$ cat src/rtl/mc_datapath_v2.sv
// mc_datapath_v2: multicycle ARM-subset datapath with MemReady-stalled fetch/load capture and retired-instruction count.
// Define SHIFT_EN to route the operand-B register value through the LSL/LSR/ASR/ROR immediate shifter.
module mc_datapath_v2 #(
  parameter int WIDTH = 32,
  parameter logic [WIDTH-1:0] PC_RESET = '0,
  parameter logic [WIDTH-1:0] PC_STEP = WIDTH'(4)
) (
  input  logic             clk,
  input  logic             reset,
  output logic [WIDTH-1:0] Adr,
  output logic [WIDTH-1:0] WriteData,
  input  logic [WIDTH-1:0] ReadData,
  input  logic             MemReady,
  output logic [31:0]      Instr,
  output logic [3:0]       ALUFlags,
  output logic [WIDTH-1:0] InstRet,
  input  logic             PCWrite,
  input  logic             RegWrite,
  input  logic             IRWrite,
  input  logic             AdrSrc,
  input  logic [1:0]       RegSrc,
  input  logic [1:0]       ALUSrcA,
  input  logic [1:0]       ALUSrcB,
  input  logic [1:0]       ResultSrc,
  input  logic [1:0]       ImmSrc,
  input  logic [1:0]       ALUControl
);
  logic [WIDTH-1:0] pc, data, a, aluout, rd1, rd2, srca, srcb, shb, ext_imm, alu_res, result;
  logic [WIDTH-1:0] rf [15];
  logic [WIDTH:0] sum;
  logic [3:0] ra1, ra2, wa;
  logic c, v;
  assign wa  = Instr[15:12];
  assign ra1 = RegSrc[0] ? 4'd15 : Instr[19:16];
  assign ra2 = RegSrc[1] ? Instr[15:12] : Instr[3:0];
  // R15 is not stored: reads see the current Result (PC+8 path)
  assign rd1 = (ra1 == 4'd15) ? result : rf[ra1];
  assign rd2 = (ra2 == 4'd15) ? result : rf[ra2];
  always_comb
    ext_imm = (ImmSrc == 2'b00) ? WIDTH'(Instr[7:0]) :
              (ImmSrc == 2'b01) ? WIDTH'(Instr[11:0]) :
              (ImmSrc == 2'b10) ? WIDTH'($signed({Instr[23:0], 2'b00})) : '0;
`ifdef SHIFT_EN
  logic [4:0] shamt;
  logic signed [WIDTH-1:0] asr;
  assign shamt = Instr[11:7];
  assign asr = $signed(WriteData) >>> shamt;
  always_comb
    shb = (shamt == 5'd0)       ? WriteData :
          (Instr[6:5] == 2'b00) ? WriteData << shamt :
          (Instr[6:5] == 2'b01) ? WriteData >> shamt :
          (Instr[6:5] == 2'b10) ? asr :
          (WriteData >> shamt) | (WriteData << (WIDTH - int'(shamt)));
`else
  assign shb = WriteData;
`endif
  always_comb begin
    srca = (ALUSrcA == 2'b01) ? pc : (ALUSrcA == 2'b10) ? aluout : a;
    srcb = (ALUSrcB == 2'b10) ? PC_STEP : ALUSrcB[0] ? ext_imm : shb;
    sum = ALUControl[0] ? {1'b0, srca} + {1'b0, ~srcb} + (WIDTH+1)'(1) : {1'b0, srca} + {1'b0, srcb};
    alu_res = ALUControl[1] ? (ALUControl[0] ? srca | srcb : srca & srcb) : sum[WIDTH-1:0];
    c = ~ALUControl[1] & sum[WIDTH];
    v = ~ALUControl[1] & (srca[WIDTH-1] ^ sum[WIDTH-1]) & ~(srca[WIDTH-1] ^ srcb[WIDTH-1] ^ ALUControl[0]);
    ALUFlags = {alu_res[WIDTH-1], alu_res == '0, c, v};
    result = (ResultSrc == 2'b01) ? data : (ResultSrc == 2'b10) ? alu_res : aluout;
    Adr = AdrSrc ? result : pc;
  end
  always_ff @(posedge clk or posedge reset)
    if (reset) begin
      pc <= PC_RESET;
      Instr <= '0;
      data <= '0;
      a <= '0;
      WriteData <= '0;
      aluout <= '0;
      InstRet <= '0;
    end else begin
      if (PCWrite) pc <= result;
      if (IRWrite && MemReady) begin
        Instr <= ReadData[31:0];
        InstRet <= InstRet + WIDTH'(1);
      end
      if (MemReady) data <= ReadData;
      a <= rd1;
      WriteData <= rd2;
      aluout <= alu_res;
    end
  always_ff @(posedge clk or posedge reset)
    if (reset) begin
      for (int i = 0; i < 15; i++) rf[i] <= '0;
    end else if (RegWrite && wa != 4'd15) rf[wa] <= result;
endmodule

$ cat config.mk
export PLATFORM = sky130hd
export DESIGN_NAME = mc_datapath_v2
export DESIGN_NICKNAME = d
export VERILOG_FILES = /design/src/rtl/mc_datapath_v2.sv
export SDC_FILE = /design/constraint.sdc
export NUM_CORES = 2
export LEC_CHECK = 0
export CORE_AREA = 10 10 418 420
export CTS_CLUSTER_DIAMETER = 200
export DETAILED_ROUTE_END_ITERATION = 8
export DIE_AREA = 0 0 428 430
export HOLD_SLACK_MARGIN = 0.02
export PLACE_DENSITY = 0.5
export RECOVER_POWER = 100
export SLEW_MARGIN = 20
export SYNTH_ARGS = -nofsm -noshare
export SYNTH_HDL_FRONTEND = slang
export SYNTH_SLANG_ARGS = --single-unit
$ cat constraint.sdc
create_clock -name clk -period 23.7 [get_ports clk]
set_input_delay 4.74 -clock clk [delete_from_list [all_inputs] [get_ports clk]]
set_output_delay 4.74 -clock clk [all_outputs]
set_load 0.02 [all_outputs]
==> results.txt <==
worst hold margin - 0.467 ns
Final ANT Viol Nets - 0
P_int - 3.31 mW
syn avg cell area - 8.65 um2
CP required - 18.96 ns
First-pass DRT Iterations - 6
Post-Synthesis Cells - 4765
Avg WL per Cell - 25.0 um
Reg power frac - 37.6%
FF+latch area - 17600 um2
Die Ht - 430 um
Synth cell types - 101
Worst-Margin Slew - 8.46 ns
Tcrit/Tclk final - 79.7%
via count - 36600
Final Util - 28.7%
failing checks - max-capacitance violations, max-slew violations
Tmin final - 18.89 ns
first-pass GRT wire length - 256000 um
Psw - 2.42 mW
Area growth, synth to finish - 15.9%
status - finished, violations left
via/cell ratio - 5.21
fill count - 17900
layout cell share with drive strength beyond 1 - 10.5%
antenna violations before repair - 12
type of origin of the critical path - primary input
area occupied by multi-input gates - 21700 um2
Cell Area, Synth - 41200 um2
H-tree Lvls - 3
Critical Path AT - 14.15 ns
syn nets - 4916
Synth Warn # - 0
setup TNS - 0 ns
fin nets - 4903
Post-synth ARST share - 100%
Setup Fix Bufs, Post-CTS - 0
Top FF cell, synth - dfrtp_1
PwrDens - 120 nW/um2
DRT iter0 DRCs - 3669
crit path kind - primary input to output port
CTS root buffer - clkbuf_16
commonest non-fill, non-tap cells in the layout - 1068 x nand2_1, 701 x dfrtp_1, 576 x o21ai_0, 281 x a21oi_1, 239 x mux2i_1
clk slew on worst S/H paths - 0.06 ns
Post-Route Skew - 0.0333 ns
post-cts repair resize count - 0
switching share of power - 42.3%
max-slew violation count - 835
I/O Buffers - 182
sequential fraction of the synthesis area - 42.7%
GRT overflow - 0
critical path peak fanout - 23
starting density of the core - 24.8%
critical path capture point type - output port
Clk pwr share - 23.2%
cts-stage hold buffer count - 0
leakage - 20.6 nW
Gate power share - 39.2%
Core Region - 166000 um2
Area after DPL - 45300 um2
pin count of the biggest net entering global routing - 154
IO Pins - 183
cts bufs inserted - 79
Max Fclk - 52.9 MHz
clock tree from TritonCTS - done
Global Route Usage Sum - 18.3%
Crit-path slowest cell - nor2_1
clock latency on the worst-skew pair - 0.68 ns
synthesized flop and latch total - 704
Post-synth EDFFs - 0
Critical path buffers and inverters - 3
die extent in x - 428 um
Max Root-Sink Buffers - 3
worst hold path type - flop to flop
RePlAce Congestion - 0.883
final hold vios - 0
RSZ-0062 raised after global routing - false
Finished Cell Area - 47800 um2
worst-path cell chain - dlygate4sd3_1 > nor2_1 > a22oi_1 > fa_1 > nor2b_1 > o21ai_0 > a31oi_1 > o311ai_0 > a21boi_0 > o21ai_0 > a31oi_1 > o21a_1 > o31a_1 > o31ai_4 > clkbuf_1 > a21oi_1 > dlygate4sd3_1
Routed WL - 175000 um
number of max-cap violations - 15
cell class contributing the biggest share of worst-path delay - compound AO/OA/AOI/OAI gates
vias in the first global route - 35600
CP peak stage delay - 1.65 ns
full die area - 184000 um2
Slew Limit Headroom - -464%
std cell rows - 150
most common cell after layout, fill and taps aside - nand2_1
DP HPWL - 115000 um
Max VDD drop - 0.0588 mV
# setup viols final - 0
DRC Markers - 0
CTS Sinks - 704
final timing paths:
kind	to	from	cells after the start	slack (ns)
hold / removal	InstRet[31]	InstRet[31]	1	0.47
setup reg to reg	WriteData[26]	aluout[0]	17	16.25
hold reg to reg	InstRet[31]	InstRet[31]	1	0.47
max in group asynchronous	Instr[16]	reset	4	5.97
min in group asynchronous	rf[148]	reset	2	4.82
setup / recovery	Adr[26]	ALUSrcB[0]	17	4.81
layer usage:
metal | global-route usage [%] | part of all wire [%] | vias to the layer above
met5 | 0 | 0.0097 | -
met4 | 9.47 | 5.3 | 2
met3 | 2.48 | 6.3 | 371
met2 | 30.0 | 47 | 1477
met1 | 23.4 | 41 | 18100
li1 | - | - | 16700
power groups by stage:
stage               clock [mW]  sequential, mW  combinational, mW
floorplan                    0            2.04               1.50
global placement             0            2.15               2.25
detailed placement           0            2.16               2.27
CTS                       1.35            2.14               2.28
global route              1.40            2.22               2.47
finish                    1.33            2.16               2.25
synth_stat cells, drive strengths merged (36+ instances only):
library cell | instances | area share [%]
mux2i | 243 | 5.9
xnor2 | 43 | 0.91
nor3 | 46 | 0.57
a311oi | 36 | 0.76
nand3 | 217 | 2.6
o211ai | 37 | 0.69
clkbuf | 310 | 2.8
ha | 98 | 3.0
o21ai | 582 | 7.2
a31oi | 41 | 0.69
nor2 | 199 | 1.8
a21oi | 296 | 3.9
dfrtp | 704 | 43
mux2 | 210 | 5.7
inv | 120 | 1.1
buf | 76 | 0.88
o221ai | 51 | 1.1
nand2 | 1081 | 9.8
area by class of cell:
cell class	instances	area share, %
flip-flops and latches	704	36.9
clock buffers	120	5.09
multi-input cells	3553	45.4
repair buffers	292	5.18
clock inverters	24	0.670
inverters	122	0.961
well taps	2204	5.77
diodes	10	0.0524
registers in the layout, summed over array words and instances (netlist names):
signal     cells
a             32
pc            32
InstRet       32
WriteData     32
aluout        32
rf           480
data          32
Instr         32
worst reg2reg max path, cell delays in order, from the launching register on:
cell	delay, ns
dfrtp_1	0.39
mux2_2	0.26
o21ai_0	0.44
ha_1	0.27
inv_1	0.07
fa_1	0.44
nor2b_1	0.16
o21ai_0	0.54
a31oi_1	0.37
o311ai_0	1.26
a21boi_0	0.24
o21ai_0	0.27
a31oi_1	0.15
o21a_1	0.21
o31a_1	0.40
o31ai_4	0.21
clkbuf_1	0.84
o21ai_0	0.64
cells by family after synthesis:
group           after synthesis  share of synthesized area [%]
simple gates               1681                           17.1
compound gates             1251                           18.6
flops                       704                           42.7
buf+inv                     508                           4.81
mux                         470                           12.6
fa+ha+maj                   100                           3.07
xor+xnor                     51                           1.08
through the flow:
step	cells	setup slack [ns]	power, mW
detailed placement	6872	7.01	4.43
global placement	6872	7.00	4.40
floorplan	4765	9.32	3.54
finish	7029	4.81	5.73
CTS	7016	6.99	5.78
global route	7027	3.66	6.08
(Power assumes the default switching activity.)
